--- config.mk ---
export PLATFORM = sky130hd
export DESIGN_NAME = instr_fetch_ctrl
export DESIGN_NICKNAME = d
export VERILOG_FILES = /design/src/rtl/instr_fetch_ctrl.sv
export SDC_FILE = /design/constraint.sdc
export NUM_CORES = 1
export LEC_CHECK = 0
export CORE_ASPECT_RATIO = 1.75
export CORE_MARGIN = 1
export CORE_UTILIZATION = 35
export DETAILED_ROUTE_END_ITERATION = 7
export MAX_ROUTING_LAYER = met4
export SYNTH_ARGS = -nofsm -noshare
export SYNTH_HDL_FRONTEND = slang
export SYNTH_SLANG_ARGS = --single-unit
--- constraint.sdc ---
create_clock -name clk -period 2.3 [get_ports clk]
set_clock_uncertainty 0.05 [all_clocks]
set_input_delay 0.46 -clock clk [delete_from_list [all_inputs] [get_ports clk]]
set_output_delay 0.46 -clock clk [all_outputs]
set_load 0.03 [all_outputs]
--- src/rtl/instr_fetch_ctrl.sv ---
// Fetch sequencer: owns the fetch PC, addresses the instruction ROM and queues
// {pc, instruction} pairs in a small prefetch FIFO presented to decode over valid/ready.
module instr_fetch_ctrl #(
  parameter int unsigned           ADDR_WIDTH = 32,
  parameter int unsigned           DATA_WIDTH = 32,
  parameter logic [ADDR_WIDTH-1:0] RESET_PC   = '0,
  parameter int unsigned           DEPTH      = 2
) (
  input  logic                  clk,
  input  logic                  rst_n,
  output logic [ADDR_WIDTH-1:0] imem_addr,
  input  logic [DATA_WIDTH-1:0] imem_data,
  input  logic                  fetch_en,
  input  logic                  redirect_valid,
  input  logic [ADDR_WIDTH-1:0] redirect_pc,
  output logic                  inst_valid,
  input  logic                  inst_ready,
  output logic [DATA_WIDTH-1:0] inst_data,
  output logic [ADDR_WIDTH-1:0] inst_pc,
  output logic [ADDR_WIDTH-1:0] fetch_pc
);

  localparam int unsigned      PTR_W    = $clog2(DEPTH);
  localparam int unsigned      CNT_W    = $clog2(DEPTH + 1);
  localparam logic [CNT_W-1:0] FULL_CNT = CNT_W'(DEPTH);

  logic [ADDR_WIDTH-1:0] r_fetch_pc, w_fetch_pc_nxt;
  logic [PTR_W-1:0]      r_rd_ptr, w_rd_ptr_nxt;
  logic [PTR_W-1:0]      r_wr_ptr, w_wr_ptr_nxt;
  logic [CNT_W-1:0]      r_count, w_count_nxt;
  logic [ADDR_WIDTH-1:0] r_pc_mem   [DEPTH];
  logic [DATA_WIDTH-1:0] r_data_mem [DEPTH];
  logic                  w_push, w_pop;

  assign imem_addr  = r_fetch_pc;
  assign fetch_pc   = r_fetch_pc;
  assign inst_valid = (r_count != '0);
  assign inst_data  = r_data_mem[r_rd_ptr];
  assign inst_pc    = r_pc_mem[r_rd_ptr];

  // A full FIFO can still accept a push when the head leaves in the same cycle.
  assign w_pop  = inst_valid & inst_ready;
  assign w_push = fetch_en & ~redirect_valid & ((r_count < FULL_CNT) | w_pop);

  always_comb begin
    w_fetch_pc_nxt = r_fetch_pc;
    w_rd_ptr_nxt   = r_rd_ptr;
    w_wr_ptr_nxt   = r_wr_ptr;
    w_count_nxt    = r_count;
    if (redirect_valid) begin
      // Flush: any same-cycle pop is acknowledged but its entry is simply dropped.
      w_fetch_pc_nxt = {redirect_pc[ADDR_WIDTH-1:2], 2'b00};
      w_rd_ptr_nxt   = '0;
      w_wr_ptr_nxt   = '0;
      w_count_nxt    = '0;
    end else begin
      if (w_push) begin
        w_fetch_pc_nxt = r_fetch_pc + ADDR_WIDTH'(4);
        w_wr_ptr_nxt   = r_wr_ptr + PTR_W'(1);
      end
      if (w_pop) begin
        w_rd_ptr_nxt = r_rd_ptr + PTR_W'(1);
      end
      w_count_nxt = r_count + CNT_W'(w_push) - CNT_W'(w_pop);
    end
  end

  always_ff @(posedge clk or negedge rst_n) begin
    if (!rst_n) begin
      r_fetch_pc <= RESET_PC;
      r_rd_ptr   <= '0;
      r_wr_ptr   <= '0;
      r_count    <= '0;
      for (int i = 0; i < DEPTH; i++) begin
        r_pc_mem[i]   <= '0;
        r_data_mem[i] <= '0;
      end
    end else begin
      r_fetch_pc <= w_fetch_pc_nxt;
      r_rd_ptr   <= w_rd_ptr_nxt;
      r_wr_ptr   <= w_wr_ptr_nxt;
      r_count    <= w_count_nxt;
      if (w_push) begin
        r_pc_mem[r_wr_ptr]   <= r_fetch_pc;
        r_data_mem[r_wr_ptr] <= imem_data;
      end
    end
  end

endmodule

==> flow_metrics.py, run 1 <==
metrics = {
    "sta": {
        "worst_pin_slew_ns": 0.576,
        "rsz0062_at_grt": "true",
        "finalSetupViolCount": 0,
        "hold_violations": 0,
        "final.min_clock_period_ns": 2.30,
        "slew_headroom": 0.616,
        "slew_violations": 0,
        "holdWs_ns": 0.439,
        "fin_crit_sh": 0.998,
        "max_freq_mhz": 435,
    },
    "status": {
        "outcome": "finished clean",
    },
    "routing": {
        "drc": 0,
        "first_pass_iters": 6,
        "avgRoutedWirePerCell_um": 18.5,
        "via_count": 5143,
        "ant_nets": 0,
        "drtIter0Drc": 155,
        "vias_per_cell": 4.95,
        "wirelength_um": 19200,
    },
    "clock_network": {
        "clockRootBuffer": "clkbuf_16",
        "cts-htree-levels": 4,
        "cts_num_sinks": 158,
        "clk_latency_ns": 0.42,
        "cts_buffers": 17,
        "cts_buffer_depth": 2,
        "cts.clk_slew.worst_paths_ns": 0.06,
        "cts_tree": "done",
    },
    "setup_path": {
        "arrival_ns": 1.79,
        "endpoint_kind": "output port",
        "critPathKind": "reg2out",
        "required_ns": 1.79,
        "path_max_fanout": 28,
        "critPathLaunchType": "flip-flop",
        "ff2ff_setup_slack_ns": 0.27,
    },
    "synthesis": {
        "yosys_warnings": 0,
        "yosys.area.top_type": "dfrtp_1",
        "synth_edf_count": 0,
        "syn_inst": 592,
        "synth.avg_cell_area_um2": 12.8,
        "synth_area_leaders": "dfrtp_1 (52%), mux2_2 (27%), buf_4 (3.6%), xnor2_1 (3.2%), nand2_1 (2.0%)",
        "postSynth.asyncResetShare": 1.00,
        "post-synth-top-count-cell": "mux2_2",
        "synth_area_um2": 7560,
        "yosys-top-cells-count": "mux2_2 (181), dfrtp_1 (158), nand2_1 (41)",
        "ys_seq_area_frac": 0.523,
        "ys_seq_elements": 158,
        "synthDistinctLibCells": 36,
        "yosysTopAreaCellShare": 0.523,
        "ys.flop_type": "dfrtp_1",
    },
    "floorplan": {
        "rows": 70,
        "core_um2": 21000,
        "dieArea_um2": 22200,
        "start_util": 0.360,
        "ioPinCount": 198,
        "die_height_um": 196,
        "die_x_um": 113,
    },
    "power_and_ir_drop": {
        "internal_power_uw": 8480,
        "p_switching_uw": 4610,
        "powerDensity_nw_per_um2": 1260,
        "p_leak_uw": 0.00437,
        "seqPwrFrac": 0.334,
        "p_comb_frac": 0.428,
        "p_clk_frac": 0.238,
        "switching_share": 0.352,
        "vdd_drop_max_mv": 0.562,
    },
    "cells_and_area": {
        "drive_gt1_frac": 0.412,
        "diodes": 0,
        "synthToLayoutAreaGrowth_pct": 37.6,
        "multi_input_comb_area_um2": 3210,
        "finalNetCount": 847,
        "final_util": 0.495,
        "fin_area_um2": 10400,
        "fillers": 1904,
        "ff_latch_area_um2": 3960,
    },
    "placement": {
        "placed_area_um2": 9730,
        "place.detailed.hpwl_um": 13400,
        "gp_congestion": 0.721,
        "io_buffers": 189,
    },
    "global_route": {
        "track_usage": 0.185,
        "antenna_found_initial": 0,
        "grt_pass1_wl_um": 30200,
        "grt_max_degree": 72,
        "grt_overflow": 0,
        "grt_pass1_vias": 5681,
    },
    "min_path": {
        "hp-class": "reg2reg",
    },
    "flow_run": {
        "cap_violations": 0,
    },
}
[path summary, 6_finish.rpt]
check,to,cells after the start,startpoint
max in group asynchronous,r_data_mem[52]$_DFFE_PN0P_,3,rst_n
setup / recovery,inst_pc[9],3,r_rd_ptr$_DFFE_PN0P_
setup reg to reg,fetch_pc[31]$_DFFE_PN0P_,5,fetch_pc[13]$_DFFE_PN0P_
min in group asynchronous,r_pc_mem[15]$_DFFE_PN0P_,2,rst_n
hold reg to reg,r_data_mem[40]$_DFFE_PN0P_,1,r_data_mem[40]$_DFFE_PN0P_
hold / removal,r_data_mem[40]$_DFFE_PN0P_,1,r_data_mem[40]$_DFFE_PN0P_
[stage by stage]
step	setup TNS, ns	worst slack, ns	std cells	power [uW]
after floorplan	0	0.246	597	8030
after global placement	-17.60	-0.296	1004	10100
after detailed placement	-18.06	-0.316	1004	10300
after CTS	-0.143	-0.0732	1037	13300
after global routing	-0.253	-0.0686	1040	13800
final	0	0.00371	1040	13100
[routing by layer]
metal  GRT usage  part of all wire
met4      0.0677             0.017
met3      0.0397             0.033
met2       0.344              0.58
met5           -                 0
met1       0.186              0.37
[flip-flops by register name, summed over array words and instances (netlist names)]
name and flops:
r_data_mem 64, r_wr_ptr 1, r_rd_ptr 1, r_count 2
fetch_pc 30, r_pc_mem 60
[cell type report]
cell class / instances / area share
clock buffers: 23 / 0.0459
clock inverters: 9 / 0.0173
inverters: 8 / 0.00289
multi-input cells: 364 / 0.308
flip-flops and latches: 158 / 0.380
well taps: 252 / 0.0303
repair buffers: 226 / 0.216
[worst max-delay path, stage by stage, from the launching register on]
cell and delay, ns:
dfrtp_2 0.42, buf_12 0.22, mux2_2 0.35, dlygate4sd2_1 0.37
[timing repair]
item,4_1_cts,5_1_grt
hold buffers,1,0
resized for setup,176,38
endpoints found under the hold margin,40,0
setup buffers,0,1
gates cloned,0,2
setup endpoints to repair,61,40
[kinds of logic (layout without fill, tap and decap cells)]
logic type	after synthesis	count (layout)	share of synthesized area
compound gates	30	30	0.0199
mux	187	187	0.278
simple gates	105	105	0.0779
buf+inv	75	266	0.0576
flops	158	158	0.523
other cells	1	6	0.000496
xor+xnor	33	33	0.0382
fa+ha+maj	3	3	0.00496
[placed cells by master (no fill, tap or decap), types with 2 or more instances in the layout]
cell type	count
and2_1	2
and4_1	2
buf_12	7
buf_2	16
buf_4	28
buf_6	2
bufinv_16	5
clkbuf_1	3
clkbuf_16	18
clkbuf_2	3
clkbuf_8	3
clkdlybuf4s15_2	42
clkdlybuf4s50_1	122
conb_1	6
dfrtp_1	157
dlymetal6s2s_1	3
ha_1	3
inv_1	8
mux2_1	5
mux2_2	181
nand2_1	40
nand3_1	11
nand4_1	8
nor2_1	8
nor3_1	7
nor4_1	8
nor4_2	4
o21ai_0	22
o21ai_1	8
or2_2	2
or4_4	2
xnor2_1	28
xor2_1	5
[power by group through the flow]
stage          Sequential (uW)  Combinational, uW  Clock, uW
4_1_cts                   4380               5720       3220
2_1_floorplan             4340               3690          0
6_report                  4370               5600       3110
5_1_grt                   4510               5920       3330
3_3_place_gp              4330               5810          0
3_5_place_dp              4430               5890          0
Power figures use the tool's default switching activity.
==> run 2, diff against run 1 <==
--- a/config.mk
+++ b/config.mk
@@ -5,6 +5,7 @@
 export SDC_FILE = /design/constraint.sdc
 export NUM_CORES = 1
 export LEC_CHECK = 0
+export CAP_MARGIN = 20
 export CORE_ASPECT_RATIO = 1.75
 export CORE_MARGIN = 1
 export CORE_UTILIZATION = 35
==> results of run 2 <==
Same layout as run 1: the final DEF is identical, and so are final timing and power.
==> run 3, diff against run 2 <==
--- a/config.mk
+++ b/config.mk
@@ -5,6 +5,7 @@
 export SDC_FILE = /design/constraint.sdc
 export NUM_CORES = 1
 export LEC_CHECK = 0
+export ABC_AREA = 1
 export CAP_MARGIN = 20
 export CORE_ASPECT_RATIO = 1.75
 export CORE_MARGIN = 1
==> flow_metrics.py, run 3 <==
metrics = {
    "placement": {
        "place.detailed.hpwl_um": 15000,
        "gp_congestion": 0.847,
        "placed_area_um2": 9960,
        "io_buffers": 189,
    },
    "setup_path": {
        "cpLargestDelayFamily": "buffers and inverters",
        "arrival_ns": 1.69,
        "endpoint_kind": "output port",
        "crit_buf_inv": 1,
        "worstPathCellList": "clkdlybuf4s50_1",
        "critPathKind": "reg2out",
        "required_ns": 1.79,
        "slowest_delay_ns": 0.74,
        "critPathLaunchType": "flip-flop",
        "cp_slowest_cell": "clkdlybuf4s50_1",
        "path_max_fanout": 7,
    },
    "cells_and_area": {
        "fillers": 2261,
        "multi_input_comb_area_um2": 3090,
        "final_common_cell": "nand2_1",
        "largest_reg_flops": 64,
        "ff_latch_area_um2": 3960,
        "largest_register": "r_data_mem",
        "drive_gt1_frac": 0.104,
        "synthToLayoutAreaGrowth_pct": 33.6,
        "most-common-layout-cells": "nand2_1 (446), dfrtp_1 (157), clkdlybuf4s50_1 (125)",
        "diodes": 0,
        "finalNetCount": 1272,
        "fin_area_um2": 10600,
    },
    "floorplan": {
        "die_x_um": 116,
        "core_um2": 22200,
        "ioPinCount": 198,
        "die_height_um": 201,
        "rows": 72,
        "dieArea_um2": 23300,
        "start_util": 0.358,
    },
    "synthesis": {
        "synthDistinctLibCells": 29,
        "synth.avg_cell_area_um2": 7.55,
        "ys_seq_area_frac": 0.499,
        "yosysTopAreaCellShare": 0.499,
        "ys.flop_type": "dfrtp_1",
        "post-synth-top-count-cell": "nand2_1",
        "yosys-top-cells-count": "nand2_1 (446), dfrtp_1 (158), o21ai_0 (122)",
        "synth_area_leaders": "dfrtp_1 (50%), nand2_1 (21%), o21ai_0 (7.7%), inv_1 (4.3%), buf_4 (3.4%)",
        "synth_edf_count": 0,
        "yosys.area.top_type": "dfrtp_1",
        "yosys_warnings": 0,
        "synth_area_um2": 7920,
        "postSynth.asyncResetShare": 1.00,
        "syn_inst": 1049,
        "ys_seq_elements": 158,
    },
    "clock_network": {
        "cts.clk_slew.worst_paths_ns": 0.08,
        "clockRootBuffer": "clkbuf_16",
        "cts-htree-levels": 4,
        "cts_buffers": 17,
        "post_cts_buffers": 0,
        "cts_tree": "done",
        "cts_buffer_depth": 2,
        "cts_num_sinks": 158,
        "clk_latency_ns": 0.43,
    },
    "routing": {
        "drc": 0,
        "avgRoutedWirePerCell_um": 14.0,
        "first_pass_iters": 6,
        "drtIter0Drc": 500,
        "vias_per_cell": 4.56,
        "ant_nets": 0,
        "via_count": 6877,
        "wirelength_um": 21200,
    },
    "power_and_ir_drop": {
        "vdd_drop_max_mv": 0.562,
        "p_leak_uw": 0.00524,
        "powerDensity_nw_per_um2": 1190,
    },
    "sta": {
        "slew_violations": 0,
        "rsz0062_at_grt": "false",
        "holdWs_ns": 0.433,
        "fin_crit_sh": 0.954,
        "max_freq_mhz": 456,
        "tns_ns": 0,
        "hold_violations": 0,
        "finalSetupViolCount": 0,
        "final.min_clock_period_ns": 2.20,
    },
    "global_route": {
        "grt_pass1_wl_um": 34100,
        "grt_overflow": 0,
        "grt_pass1_vias": 6722,
        "antenna_found_initial": 0,
        "grt_max_degree": 83,
        "track_usage": 0.195,
    },
    "min_path": {
        "hp-class": "reg2reg",
    },
    "status": {
        "outcome": "finished clean",
    },
    "flow_run": {
        "cap_violations": 0,
    },
}
[run 3: changes by cell type in the layout (fill, tap and decap cells not counted), sizes merged, moves of 9 or more]
cell	change
buf	+29
clkdlybuf4s15	-42
mux2	-186
nand4	-9
clkbuf	-10
nor2	+37
nand2	+407
xnor2	-26
nand3	+33
nor4	-13
o21ai	+121
inv	+96
[run 3: area by class of cell]
cell class | instances | share of cell area
Clock inverter | 15 | 0.0181
Inverter | 94 | 0.0338
Tap cell | 296 | 0.0350
Clock buffer | 17 | 0.0402
Sequential cell | 158 | 0.373
Timing Repair Buffer | 209 | 0.208
Multi-Input combinational cell | 720 | 0.292
[run 3: repair_timing]
action | 4_1_cts | 5_1_grt
setup endpoints to repair | 10 | 0
hold buffers | 1 | 0
resized for setup | 2 | 0
hold endpoints to repair | 44 | 0
[run 3: worst paths after layout]
path | startpoint | to | slack [ns] | depth (start not counted)
worst max-delay path | fetch_pc[8]$_DFFE_PN0P_ | imem_addr[8] | 0.10 | 1
worst min-delay path | r_pc_mem[30]$_DFFE_PN0P_ | r_pc_mem[30]$_DFFE_PN0P_ | 0.43 | 2
worst max register to register | fetch_pc[3]$_DFFE_PN0P_ | fetch_pc[24]$_DFFE_PN0P_ | 0.37 | 8
worst min register to register | r_pc_mem[30]$_DFFE_PN0P_ | r_pc_mem[30]$_DFFE_PN0P_ | 0.43 | 2
max in group asynchronous | rst_n | r_data_mem[39]$_DFFE_PN0P_ | 1.05 | 3
min in group asynchronous | rst_n | fetch_pc[7]$_DFFE_PN0P_ | 0.48 | 2
[run 3: power breakdown]
part           switching, uW  internal, uW  total [uW]  leakage [uW]
Clock                   1290          1660        2960      0.000303
Sequential               578          3690        4270       0.00198
Combinational           3180          2160        5340       0.00296
Total                   5050          7510       12600       0.00524
[run 3: kinds of logic after synthesis]
logic type | after synthesis | share of synthesized area
adder cells (fa/ha/maj) | 3 | 0.00474
other | 1 | 0.000473
flip-flops | 158 | 0.499
buffers and inverters | 176 | 0.114
AND/OR/NAND/NOR | 542 | 0.270
AO/OA/AOI/OAI | 162 | 0.105
XOR/XNOR | 7 | 0.00774
[run 3: metrics by stage]
stage	utilization	cells	setup WS, ns	power, uW
floorplan	-	1054	0.554	7380
global placement	0.450	1476	0.176	9650
detailed placement	0.450	1476	0.163	9730
CTS	0.478	1509	0.0728	12800
global route	0.478	1509	0.0243	13300
finish	0.478	1509	0.105	12600
[run 3: metal layers]
| metal | vias up | global-route usage | share of wire |
|---|---|---|---|
| li1 | 3516 | - | - |
| met1 | 3168 | 0.219 | 0.41 |
| met2 | 159 | 0.339 | 0.52 |
| met3 | 34 | 0.0257 | 0.032 |
| met4 | 0 | 0.0852 | 0.029 |
| met5 | - | - | 0 |
